`config.mk`:
```
export PLATFORM = sky130hd
export DESIGN_NAME = ysyx_23060203_div
export DESIGN_NICKNAME = d
export VERILOG_FILES = /design/src/rtl/ysyx_23060203_div_pkg.sv /design/src/rtl/ysyx_23060203_div_step.sv /design/src/rtl/ysyx_23060203_div.sv
export SDC_FILE = /design/constraint.sdc
export NUM_CORES = 1
export LEC_CHECK = 0
export BUFFER_PORTS_ARGS = -buffer_cell sky130_fd_sc_hd__buf_4
export CORE_UTILIZATION = 40
export CTS_CLUSTER_DIAMETER = 200
export DETAILED_ROUTE_END_ITERATION = 10
export PLACE_DENSITY = 0.55
export SYNTH_ARGS = -nofsm -noshare
export SYNTH_HDL_FRONTEND = slang
export SYNTH_SLANG_ARGS = --single-unit
```
`constraint.sdc`:
```
create_clock -name clock -period 7.4 [get_ports clock]
set_input_delay 2.22 -clock clock [delete_from_list [all_inputs] [get_ports clock]]
set_output_delay 2.22 -clock clock [all_outputs]
set_load 0.005 [all_outputs]
```
`src/rtl/ysyx_23060203_div_pkg.sv`:
```
// Shared definitions for the RV32M divide unit: funct3 codes, FSM states and
// small funct3 decode helpers used by the datapath.
package ysyx_23060203_div_pkg;

  localparam logic [2:0] FUNCT_DIV  = 3'b100;
  localparam logic [2:0] FUNCT_DIVU = 3'b101;
  localparam logic [2:0] FUNCT_REM  = 3'b110;
  localparam logic [2:0] FUNCT_REMU = 3'b111;

  typedef enum logic [1:0] {
    S_IDLE = 2'd0,
    S_CALC = 2'd1,
    S_DONE = 2'd2
  } state_e;

  // Codes outside the M group (funct3[2]=0) behave exactly like DIVU.
  function automatic logic [2:0] norm_funct(input logic [2:0] funct);
    return funct[2] ? funct : FUNCT_DIVU;
  endfunction

  function automatic logic is_signed_op(input logic [2:0] funct);
    return (norm_funct(funct) == FUNCT_DIV) || (norm_funct(funct) == FUNCT_REM);
  endfunction

  function automatic logic is_rem_op(input logic [2:0] funct);
    return (norm_funct(funct) == FUNCT_REM) || (norm_funct(funct) == FUNCT_REMU);
  endfunction

endpackage

```
`src/rtl/ysyx_23060203_div_step.sv`:
```
// One radix-2 restoring-division iteration: shift the next dividend bit into the
// partial remainder, try subtracting the divisor, keep the result if non-negative.
module ysyx_23060203_div_step #(
  parameter int W = 32
) (
  input  logic [W-1:0] rem_i,
  input  logic [W-1:0] quo_i,
  input  logic [W-1:0] dvs_i,
  output logic [W-1:0] rem_o,
  output logic [W-1:0] quo_o
);

  logic [W:0] rem_sh;
  logic [W:0] trial;

  // The shifted remainder can exceed W bits for large unsigned divisors, so the
  // trial subtraction is one bit wider and its MSB acts as the borrow.
  // NOTE: every always_comb output is assigned on every path so no latch is inferred.
  always_comb begin
    rem_sh = {rem_i, quo_i[W-1]};
    trial  = rem_sh - {1'b0, dvs_i};
    quo_o  = {quo_i[W-2:0], ~trial[W]};
    rem_o  = trial[W] ? rem_sh[W-1:0] : trial[W-1:0];
  end

endmodule

```
`src/rtl/ysyx_23060203_div.sv`:
```
// Multi-cycle RV32M divider (DIV/DIVU/REM/REMU) with valid/ready on both sides,
// one restoring step per cycle, sign fixup and RISC-V special-case results.
module ysyx_23060203_div
  import ysyx_23060203_div_pkg::*;
#(
  parameter int W        = 32,
  parameter bit FAST_SPC = 1'b1
) (
  input  logic         clock,
  input  logic         reset,
  input  logic         flush,
  input  logic         in_valid,
  output logic         in_ready,
  input  logic [W-1:0] in_a,
  input  logic [W-1:0] in_b,
  input  logic [2:0]   in_funct,
  output logic         out_valid,
  input  logic         out_ready,
  output logic [W-1:0] out_val
);

  localparam int CW = $clog2(W);
  localparam logic [CW-1:0] CNT_LAST = CW'(W - 1);
  localparam logic [W-1:0]  INT_MIN  = {1'b1, {(W-1){1'b0}}};

  state_e        state_q, state_d;
  logic [CW-1:0] cnt_q, cnt_d;
  logic [W-1:0]  rem_q, rem_d;
  logic [W-1:0]  quo_q, quo_d;
  logic [W-1:0]  dvs_q, dvs_d;
  logic [W-1:0]  res_q, res_d;
  logic          is_rem_q, is_rem_d;
  logic          neg_quo_q, neg_quo_d;
  logic          neg_rem_q, neg_rem_d;
  logic          spc_q, spc_d;

  // Operand decode, only meaningful in the accept cycle.
  logic         op_signed, op_rem, a_neg, b_neg, div_zero, overflow, special;
  logic [W-1:0] a_abs, b_abs, spc_res;

  assign op_signed = is_signed_op(in_funct);
  assign op_rem    = is_rem_op(in_funct);
  assign a_neg     = op_signed & in_a[W-1];
  assign b_neg     = op_signed & in_b[W-1];
  assign a_abs     = a_neg ? -in_a : in_a;
  assign b_abs     = b_neg ? -in_b : in_b;
  assign div_zero  = (in_b == '0);
  assign overflow  = op_signed & (in_a == INT_MIN) & (&in_b);
  assign special   = div_zero | overflow;

  always_comb begin
    spc_res = '0;
    if (div_zero) spc_res = op_rem ? in_a : '1;
    else if (overflow) spc_res = op_rem ? '0 : INT_MIN;
  end

  logic [W-1:0] step_rem, step_quo, quo_fix, rem_fix;

  ysyx_23060203_div_step #(.W(W)) u_step (
    .rem_i (rem_q),
    .quo_i (quo_q),
    .dvs_i (dvs_q),
    .rem_o (step_rem),
    .quo_o (step_quo)
  );

  assign quo_fix = neg_quo_q ? -step_quo : step_quo;
  assign rem_fix = neg_rem_q ? -step_rem : step_rem;

  always_comb begin
    state_d   = state_q;
    cnt_d     = cnt_q;
    rem_d     = rem_q;
    quo_d     = quo_q;
    dvs_d     = dvs_q;
    res_d     = res_q;
    is_rem_d  = is_rem_q;
    neg_quo_d = neg_quo_q;
    neg_rem_d = neg_rem_q;
    spc_d     = spc_q;

    unique case (state_q)
      S_IDLE: begin
        if (in_valid && !flush) begin
          rem_d     = '0;
          quo_d     = a_abs;
          dvs_d     = b_abs;
          cnt_d     = CNT_LAST;
          is_rem_d  = op_rem;
          neg_quo_d = a_neg ^ b_neg;
          neg_rem_d = a_neg;
          spc_d     = special;
          // Special results are parked in res_q now; the slow path keeps them.
          res_d     = spc_res;
          state_d   = (FAST_SPC && special) ? S_DONE : S_CALC;
        end
      end
      S_CALC: begin
        rem_d = step_rem;
        quo_d = step_quo;
        if (cnt_q == '0) begin
          state_d = S_DONE;
          if (!spc_q) res_d = is_rem_q ? rem_fix : quo_fix;
        end else begin
          cnt_d = cnt_q - 1'b1;
        end
      end
      S_DONE: begin
        if (out_ready) state_d = S_IDLE;
      end
      default: state_d = S_IDLE;
    endcase

    if (flush) state_d = S_IDLE;
  end

  // NOTE: sequential state uses non-blocking assignments so all registers update together.
  always_ff @(posedge clock) begin
    if (reset) begin
      state_q   <= S_IDLE;
      cnt_q     <= '0;
      rem_q     <= '0;
      quo_q     <= '0;
      dvs_q     <= '0;
      res_q     <= '0;
      is_rem_q  <= 1'b0;
      neg_quo_q <= 1'b0;
      neg_rem_q <= 1'b0;
      spc_q     <= 1'b0;
    end else begin
      state_q   <= state_d;
      cnt_q     <= cnt_d;
      rem_q     <= rem_d;
      quo_q     <= quo_d;
      dvs_q     <= dvs_d;
      res_q     <= res_d;
      is_rem_q  <= is_rem_d;
      neg_quo_q <= neg_quo_d;
      neg_rem_q <= neg_rem_d;
      spc_q     <= spc_d;
    end
  end

  assign in_ready  = (state_q == S_IDLE);
  assign out_valid = (state_q == S_DONE);
  assign out_val   = res_q;

endmodule

```
==> flow_summary.toml, run 1 <==
[status]
status = "complete, no violations"

[sta]
tns_ns = 0
finalHoldViolCount = 0
worst_hold_slack_ns = 0.457
skew_ns = 0.0168
max_freq_mhz = 166
worstMarginPinSlew_ns = 1.04
slew_viol_final = 0
layout_setup_ws_ns = 1.38
fin_crit_ns = 6.02
finalCritPeriodShare_pct = 81.3
finalSetupViolations = 0
relSlewSlack_pct = 30.5
rsz0062_at_grt = "false"

[worst_setup_path]
path_class = "register to register"
cp-end-kind = "register"
cp_max_fo = 28
cp-start-kind = "register"
crit_required_ns = 7.74
worstPathArrival_ns = 6.36

[logic_synthesis]
synthCells = 1614
synth.distinct_cells = 85
synth_ff_type = "dfxtp_1"
synth_simple_gate_area_share_pct = 23.6
synth_top_family_by_area = "compound AO/OA/AOI/OAI gates"
synth_warnings = 0
async_flop_share_pct = 0
synth_edf_count = 0
ys_seq_elements = 139
yosysSeqAreaShare_pct = 24.0
syn_area_um2 = 11600
synth_compound_gate_area_share_pct = 29.8
synth_nets = 1726
muxShareOfSynthArea_pct = 2.88
synth_xor_area_share_pct = 9.67
synth.avg_cell_area_um2 = 7.18
synth_adder_area_share_pct = 4.38

[clock_network]
cts_inserted_buffers = 17
htreeDepth = 4
cts_root_buf = "clkbuf_16"
cts_tree = "done"
cts_resized = 0
clk_pin_slew_worst_paths_ns = 0.06
max-clock-path-buffers = 2
clk_latency_ns = 0.44
hold_buffers = 0
clock-sinks = 139
post_cts_buffers = 0

[route]
wl_per_cell_um = 20.6
drt-total-wl_mm = 42.0
drt-initial-drc-count = 1262
drc = 0
via_per_inst = 6.11
routed-via-count = 12500
first_pass_iters = 8
final_antenna_net_count = 0

[layout]
fin_cells = 2045
drive_gt1_share_pct = 11.6
syn_to_final_growth_pct = 13.7
n_fill_cell = 2921
final_nets = 1766
insertedDiodeCount = 0

[global_routing]
grt_pass1_wl_mm = 64.8
grt_pass1_vias = 11300
antenna_found_initial = 0
grt_max_degree = 84
grtUsageTotal_pct = 28.4
grt-ovfl-total = 0

[placement]
dp_slack_ns = 1.41
portBuffers = 105
dp_hpwl_mm = 31.1
routabilityCongestion = 0.926
placed_cells = 2013

[die]
die_h_um = 172
start_util_pct = 41.2
dieArea_um2 = 29700
row_count = 61
design.core.area_um2 = 28200
io_pins = 106
die_w_um = 172

[hold_path]
hold_path_class = "register to register"

[run]
max_cap_viol_count = 0

[power]
leakage_nw = 4.97
p_per_area_nw_per_um2 = 187
vdd_drop_max_mv = 0.161
total_power_mw = 2.47
==> routing by layer <==
layer / up-vias / share of wire [%] / GRT usage, %
met3: 55 / 7.1 / 5.20
met5: - / 0 / 0
met1: 5943 / 46 / 40.2
li1: 5995 / - / -
met2: 512 / 44 / 44.0
met4: 0 / 2.0 / 7.50
==> cell families (layout without fill, tap and decap cells) <==
family                     count (synthesis)  count (layout)
muxes                                     33              33
buffers and inverters                    165             218
and+or+nand+nor                          581             581
AOI/OAI and AO/OA                        528             528
DFF                                      139             139
adders and majority gates                 40              40
xor gates and xnor gates                 128             128
==> through the flow <==
| step | util [%] | area [um^2] |
|---|---|---|
| 2_1_floorplan | - | 11600 |
| 3_3_place_gp | 44.8 | 12600 |
| 3_5_place_dp | 44.8 | 12600 |
| 4_1_cts | 46.8 | 13200 |
| 5_1_grt | 46.8 | 13200 |
| 6_report | 46.8 | 13200 |
==> worst max-delay path, cell delays in order (launching register included) <==
cell,delay (ns)
dfxtp_1,0.39
inv_1,0.06
ha_1,0.23
inv_1,0.08
fa_1,0.22
a211oi_1,0.11
o31ai_2,0.49
o21ai_1,0.24
a21oi_2,0.28
o21a_2,0.39
nor2_4,0.14
inv_2,0.08
buf_4,0.31
nor2_1,0.08
a21oi_1,0.24
ha_1,0.29
or4b_1,0.44
nor4_1,0.31
nor2_1,0.23
nor4_2,0.69
a31oi_1,0.21
mux2i_1,0.17
a311oi_1,0.25
==> cell usage after synthesis (7+ instances only) <==
cell type | instances | area (um^2)
clkbuf_1 | 82 | 308
a211oi_1 | 47 | 353
nand3_1 | 31 | 155
nand2_1 | 153 | 574
mux2i_1 | 30 | 300
nor3_1 | 47 | 235
o211ai_1 | 20 | 150
nor2_1 | 204 | 766
xor2_1 | 67 | 587
a21oi_1 | 133 | 666
inv_1 | 58 | 218
nand2b_1 | 7 | 43.8
or4_1 | 13 | 97.6
a21o_1 | 15 | 113
nand4_1 | 25 | 156
a311oi_1 | 15 | 131
xnor2_1 | 61 | 534
a31oi_1 | 41 | 257
dfxtp_1 | 139 | 2780
nand3b_1 | 7 | 52.6
nor2b_1 | 9 | 56.3
a22oi_1 | 33 | 248
o21ai_0 | 114 | 571
o41ai_1 | 16 | 140
nor4_1 | 17 | 106
and3_1 | 10 | 62.6
a211o_1 | 7 | 61.3
buf_2 | 14 | 70.1
or3_1 | 15 | 93.8
and2_1 | 13 | 81.3
ha_1 | 39 | 488
o31ai_1 | 18 | 135
==> path summary, 6_finish.rpt <==
kind / startpoint / endpoint / slack (ns) / cells after the start
setup / recovery: quo_q[31]$_SDFFE_PP0P_ / out_val[22]$_SDFFE_PP0P_ / 1.38 / 22
hold / removal: neg_quo_q$_SDFFE_PP0P_ / neg_quo_q$_SDFFE_PP0P_ / 0.46 / 2
setup reg to reg: quo_q[31]$_SDFFE_PP0P_ / out_val[22]$_SDFFE_PP0P_ / 1.38 / 22
hold reg to reg: neg_quo_q$_SDFFE_PP0P_ / neg_quo_q$_SDFFE_PP0P_ / 0.46 / 2
==> cell type report <==
cell class / instances / area [um^2] / area share (%)
multi-input combinational: 1310 / 8180 / 62.0
inverter: 60 / 225 / 1.71
tap: 378 / 473 / 3.59
timing repair buffer: 126 / 946 / 7.17
clock buffer: 20 / 467 / 3.54
sequential: 139 / 2780 / 21.1
clock inverter: 12 / 113 / 0.854
==> placed cells by master (no fill, tap or decap), types with 25 or more instances in the layout <==
cell	Yosys	layout
nor2_1	204	202
nand2_1	153	153
dfxtp_1	139	139
a21oi_1	133	133
buf_4	1	126
o21ai_0	114	114
xor2_1	67	67
xnor2_1	61	61
inv_1	58	58
a211oi_1	47	47
nor3_1	47	46
a31oi_1	41	41
ha_1	39	39
a22oi_1	33	33
nand3_1	31	31
mux2i_1	30	30
nand4_1	25	25
==> flip-flops by register name, indices dropped and copies added, names as in the netlist <==
| name | cells |
|---|---|
| dvs_q | 32 |
| rem_q | 32 |
| neg_quo_q | 1 |
| is_rem_q | 1 |
| state_q | 2 |
| quo_q | 32 |
| spc_q | 1 |
| neg_rem_q | 1 |
| out_val | 32 |
| cnt_q | 5 |
==> power breakdown <==
| part | switching [mW] | internal, mW | leakage [nW] | total [mW] |
|---|---|---|---|---|
| Clock | 0.380 | 0.492 | 0.271 | 0.872 |
| Sequential | 0.0406 | 0.791 | 1.13 | 0.832 |
| Combinational | 0.483 | 0.279 | 3.56 | 0.762 |
Note: power is estimated with default switching activity, not from simulation.
==> run 2: changes to the inputs <==
--- a/config.mk
+++ b/config.mk
@@ -9,7 +9,7 @@
 export CORE_UTILIZATION = 40
 export CTS_CLUSTER_DIAMETER = 200
 export DETAILED_ROUTE_END_ITERATION = 10
-export PLACE_DENSITY = 0.55
+export PLACE_DENSITY = 0.58
 export SYNTH_ARGS = -nofsm -noshare
 export SYNTH_HDL_FRONTEND = slang
 export SYNTH_SLANG_ARGS = --single-unit
==> constraint.sdc (replaced) <==
create_clock -name clock -period 5.12 [get_ports clock]
set_input_delay 1.536 -clock clock [delete_from_list [all_inputs] [get_ports clock]]
set_output_delay 1.536 -clock clock [all_outputs]
set_load 0.005 [all_outputs]
==> run 2 against run 1 <==
Compared with the run above:
- sequential cell count did not move
- critical path depth fell by 3
- via count rose by 1.4%
- highest routed layer unchanged
- register-to-register slack got worse by 1.3 ns
==> flow_summary.toml, run 2 (synthesis results as in run 1) <==
[sta]
worstMarginPinSlew_ns = 1.09
max_freq_mhz = 200
skew_ns = 0.0112
finalCritPeriodShare_pct = 97.5
fin_crit_ns = 4.99
relSlewSlack_pct = 27.0
tns_ns = 0
finalHoldViolCount = 0
slew_viol_final = 0
finalSetupViolations = 0

[clock_network]
clk_latency_ns = 0.44
hold_buffers = 0
cts_tree = "done"
max-clock-path-buffers = 2
clock-sinks = 139
htreeDepth = 4
clk_pin_slew_worst_paths_ns = 0.06
cts_root_buf = "clkbuf_16"
cts_inserted_buffers = 17

[global_routing]
grt_pass1_vias = 11700
grt_pass1_wl_mm = 65.9
antenna_found_initial = 0
grt-ovfl-total = 0
grt_max_degree = 80
grtUsageTotal_pct = 29.0

[worst_setup_path]
worstPathArrival_ns = 5.30
path_class = "register to register"
cp-start-kind = "register"
cp-end-kind = "register"
crit_required_ns = 5.43
cp_max_fo = 4

[power]
p_per_area_nw_per_um2 = 267
pwr-share-clk_pct = 34.6
total_power_mw = 3.65
p_int_mw = 2.31
vdd_drop_max_mv = 0.199
p_switching_mw = 1.33
leakage_nw = 5.20
pwr-share-seq_pct = 32.9
switching_share_pct = 36.5
pwr-share-comb_pct = 32.5

[layout]
final_nets = 1811
multi_input_area_um2 = 8310
postLayoutCoreUtil_pct = 48.5
n_fill_cell = 2898
syn_to_final_growth_pct = 17.9
drive_gt1_share_pct = 15.1
ff_latch_area_um2 = 2790
final_cell_mix = "nor2_1 (202), buf_4 (170), nand2_1 (153)"
fin_cells = 2090
layout_commonest_cell = "nor2_1"
insertedDiodeCount = 0

[placement]
placed_cells = 2053
routabilityCongestion = 0.922
portBuffers = 105
dp_hpwl_mm = 31.9

[hold_path]
hold_path_class = "register to register"

[route]
drc = 0
via_per_inst = 6.07
routed-via-count = 12700
wl_per_cell_um = 20.4
final_antenna_net_count = 0
first_pass_iters = 6
drt-initial-drc-count = 1324
drt-total-wl_mm = 42.7

[die]
row_count = 61
dieArea_um2 = 29700
die_h_um = 172
io_pins = 106
start_util_pct = 41.2
design.core.area_um2 = 28200
die_w_um = 172

[status]
status = "complete, no violations"

[run]
max_cap_viol_count = 0
## run 2: changes by cell type in the layout (fill, tap and decap cells not counted), sizes merged
cell	delta
buf	+45
bufinv	+1
clkbuf	-2
clkinv	+4
clkinvlp	-1
inv	-2
## run 2: routing by layer
metal | track usage, % | part of all wire [%] | up-vias
met5 | 0 | 0 | -
met4 | 10.7 | 2.9 | 0
met3 | 6.32 | 7.7 | 76
met2 | 44.6 | 44 | 477
met1 | 39.3 | 45 | 6045
li1 | - | - | 6088
## run 2: cell type report
| class | count | share of cell area (%) |
|---|---|---|
| Inverter | 60 | 1.67 |
| Clock inverter | 14 | 1.09 |
| Sequential cell | 139 | 20.4 |
| Timing Repair Buffer | 171 | 9.48 |
| Clock buffer | 18 | 3.14 |
| Tap cell | 378 | 3.46 |
| Multi-Input combinational cell | 1310 | 60.8 |
## run 2: metrics by stage
step	hold WS [ns]	cell area (um^2)	setup WS [ns]
after floorplan	0.432	11600	0.0233
after global placement	0.442	12900	0.232
after detailed placement	0.451	12900	0.0286
after CTS	0.460	13500	0.0213
after global routing	0.484	13700	-0.0340
final	0.461	13700	0.127
## run 2: power by group through the flow
stage | logic, mW | clock network [mW] | registers (mW)
floorplan | 0.743 | 0 | 1.21
global placement | 1.12 | 0 | 1.22
CTS | 1.13 | 1.27 | 1.20
finish | 1.18 | 1.26 | 1.20
global route | 1.29 | 1.33 | 1.21
detailed placement | 1.13 | 0 | 1.22
## run 2: worst max-delay path: stages, from the launching register on
cell and delay [ns]:
dfxtp_2 0.34, inv_1 0.06, ha_1 0.17, inv_1 0.07, fa_2 0.39, a211oi_4 0.31
o31ai_4 0.15, o21ai_4 0.23, a21oi_4 0.10, o21a_2 0.23, nor2_4 0.20, mux2i_4 0.30
ha_2 0.22, or4b_4 0.48, nor4_4 0.31, o211ai_1 0.12, or4_4 0.44, or4_1 0.48
o211ai_1 0.20, nor3_1 0.06
## run 2: timing repair
item | 4_1_cts | 5_1_grt
setup endpoints to repair | 0 | 12
setup buffers | 0 | 5
resized for setup | 0 | 28
## run 2: worst paths after layout
check	slack, ns	end	startpoint	depth (start not counted)
setup / recovery	0.13	out_val[30]$_SDFFE_PP0P_	quo_q[31]$_SDFFE_PP0P_	19
hold / removal	0.46	dvs_q[31]$_SDFFE_PP0P_	dvs_q[31]$_SDFFE_PP0P_	2
setup reg to reg	0.13	out_val[30]$_SDFFE_PP0P_	quo_q[31]$_SDFFE_PP0P_	19
hold reg to reg	0.46	dvs_q[31]$_SDFFE_PP0P_	dvs_q[31]$_SDFFE_PP0P_	2
==> run 3: changes to the inputs <==
--- a/config.mk
+++ b/config.mk
@@ -5,11 +5,14 @@
 export SDC_FILE = /design/constraint.sdc
 export NUM_CORES = 1
 export LEC_CHECK = 0
+export ABC_AREA = 1
 export BUFFER_PORTS_ARGS = -buffer_cell sky130_fd_sc_hd__buf_4
+export CORE_MARGIN = 1
 export CORE_UTILIZATION = 40
 export CTS_CLUSTER_DIAMETER = 200
 export DETAILED_ROUTE_END_ITERATION = 10
-export PLACE_DENSITY = 0.58
+export PLACE_DENSITY = 0.57
+export SETUP_SLACK_MARGIN = 0.1
 export SYNTH_ARGS = -nofsm -noshare
 export SYNTH_HDL_FRONTEND = slang
 export SYNTH_SLANG_ARGS = --single-unit
==> run 3 against run 2 <==
Compared with the run above:
- first-iteration DRC count grew 1.1%
- register-to-register slack gained 0.59 ns
- clock skew grew 0.0087 ns
- combinational power shrank 24%
- area after synthesis grew 9.7%
- die area grew 9.6%
- critical path depth grew 11
- sequential power shrank 3%
- final cell count grew 29%
- power shrank 5.3%
- cell area grew 5.2%
- critical path type unchanged
- critical endpoint unchanged
- largest power group unchanged
- highest routed layer is now met5
==> flow_summary.toml, run 3 <==
[layout]
syn_to_final_growth_pct = 13.0
design_area_um2 = 14400
multi_input_area_um2 = 8440
ff_latch_area_um2 = 2780
fin_cells = 2701
final_nets = 2404
layout_commonest_cell = "nand2_1"
drive_gt1_share_pct = 10.2
final_cell_mix = "nand2_1 (714), inv_1 (285), a21oi_1 (199)"
insertedDiodeCount = 0
n_fill_cell = 3413

[power]
pwr-share-clk_pct = 40.3
pwr-share-comb_pct = 25.9
p_per_area_nw_per_um2 = 240
vdd_drop_max_mv = 0.243
pwr-share-seq_pct = 33.7
p_int_mw = 2.25
leakage_nw = 7.03
switching_share_pct = 34.8
p_switching_mw = 1.20

[die]
start_util_pct = 41.2
io_pins = 106
dieArea_um2 = 32500
design.core.area_um2 = 30900
row_count = 64
die_w_um = 180
die_h_um = 180

[sta]
finalCritPeriodShare_pct = 85.9
layout_setup_ws_ns = 0.720
fin_crit_ns = 4.40
worstMarginPinSlew_ns = 1.20
tns_ns = 0
relSlewSlack_pct = 20.1
rsz0062_at_grt = "false"
skew_ns = 0.0199
finalSetupViolations = 0
finalHoldViolCount = 0
max_freq_mhz = 227
slew_viol_final = 0

[logic_synthesis]
synth_simple_gate_area_share_pct = 40.0
synth_ff_type = "dfxtp_1"
synth_adder_area_share_pct = 3.99
synth_warnings = 0
muxShareOfSynthArea_pct = 0
yosys-top-cells-count = "nand2_1 (714), inv_1 (285), a21oi_1 (199), nor2_1 (196), nand3_1 (147)"
synth_edf_count = 0
synth_most_common_cell = "nand2_1"
yosysSeqAreaShare_pct = 21.9
synthTopCellsByArea = "dfxtp_1 (22%), nand2_1 (21%), inv_1 (8.4%)"
synth.avg_cell_area_um2 = 5.68
synthCells = 2239
syn_area_um2 = 12700
synth_nets = 2351
async_flop_share_pct = 0
synth.distinct_cells = 55
ys_seq_elements = 139
synth_xor_area_share_pct = 3.24
synth_top_family_by_area = "simple AND/OR/NAND/NOR gates"
yosysTopAreaCellShare_pct = 21.9
synth_compound_gate_area_share_pct = 18.9
synth_top_cell_by_area = "dfxtp_1"

[global_routing]
grtUsageTotal_pct = 29.3
grt_max_degree = 100
grt-ovfl-total = 0
antenna_found_initial = 1
grt_pass1_wl_mm = 73.9
grt_pass1_vias = 12900

[worst_setup_path]
cp_max_fo = 7
cp_slowest_stage_delay_ns = 0.41
crit_required_ns = 5.40
cp-start-kind = "register"
cp_slowest_cell = "fa_1"
worstPathArrival_ns = 4.68
path_class = "register to register"
path_common_cell = "nand2_1"
cp-end-kind = "register"

[route]
drt-total-wl_mm = 47.5
via_per_inst = 5.36
final_antenna_net_count = 0
drc = 0
wl_per_cell_um = 17.6
first_pass_iters = 7
routed-via-count = 14500
drt-initial-drc-count = 1339

[clock_network]
clk_pin_slew_worst_paths_ns = 0.08
post_cts_buffers = 0
max-clock-path-buffers = 2
htreeDepth = 4
cts_resized = 0
cts_tree = "done"
cts_inserted_buffers = 17
clk_latency_ns = 0.46
cts_root_buf = "clkbuf_16"
clock-sinks = 139
hold_buffers = 0

[placement]
routabilityCongestion = 0.954
dp_slack_ns = 0.656
dp_hpwl_mm = 36.9
portBuffers = 105
dpl_cell_area_um2 = 13700
placed_cells = 2669

[hold_path]
hold_path_class = "register to register"

[status]
status = "complete, no violations"

[run]
max_cap_viol_count = 0
==> run 3: cell type report <==
| cell class | count | area share, % |
|---|---|---|
| inverters | 295 | 7.70 |
| multi-input cells | 1717 | 58.7 |
| flip-flops and latches | 139 | 19.3 |
| well taps | 396 | 3.45 |
| clock buffers | 19 | 3.15 |
| repair buffers | 122 | 6.37 |
| clock inverters | 13 | 1.30 |
==> run 3: worst max-delay path, delay by kind of cell, from the launching register on <==
kind | cells | cell delay [ns]
DFF | 1 | 0.31
buffers and inverters | 3 | 0.22
AOI/OAI and AO/OA | 5 | 0.54
adders and majority gates | 3 | 0.74
and+or+nand+nor | 19 | 2.42
==> run 3: power by group through the flow <==
stage / Sequential [mW] / Clock [mW] / Combinational (mW)
global placement: 1.19 / 0 / 0.881
detailed placement: 1.19 / 0 / 0.879
CTS: 1.16 / 1.42 / 0.883
global route: 1.17 / 1.46 / 0.992
floorplan: 1.17 / 0 / 0.590
finish: 1.16 / 1.39 / 0.895
==> run 3: metrics by stage <==
step           power [mW]  hold slack, ns  util, %
2_1_floorplan        1.76           0.445        -
3_3_place_gp         2.07           0.454     44.4
3_5_place_dp         2.06           0.456     44.4
4_1_cts              3.46           0.465     46.5
5_1_grt              3.62           0.482     46.5
6_report             3.45           0.463     46.5
==> run 3: cells by family (layout without fill, tap and decap cells) <==
kind of cell	Yosys count	count (layout)
AND/OR/NAND/NOR	1199	1199
AO/OA/AOI/OAI	431	431
buffers and inverters	383	449
flip-flops	139	139
XOR/XNOR	47	47
adder cells (fa/ha/maj)	40	40
==> run 3: routing by layer <==
layer	wire (um)	share of wire, %	track usage, %	vias up
met2	20300	43	44.0	450
met1	23300	49	42.8	6637
met5	13	0.027	0	-
met3	2860	6.0	4.10	46
li1	-	-	-	7335
met4	1010	2.1	8.72	2
==> run 3: final timing paths <==
kind | startpoint | to | slack, ns | depth (start not counted)
worst max-delay path | quo_q[31]$_SDFFE_PP0P_ | out_val[30]$_SDFFE_PP0P_ | 0.72 | 30
worst min-delay path | out_val[10]$_SDFFE_PP0P_ | out_val[10]$_SDFFE_PP0P_ | 0.46 | 2
worst max register to register | quo_q[31]$_SDFFE_PP0P_ | out_val[30]$_SDFFE_PP0P_ | 0.72 | 30
worst min register to register | out_val[10]$_SDFFE_PP0P_ | out_val[10]$_SDFFE_PP0P_ | 0.46 | 2
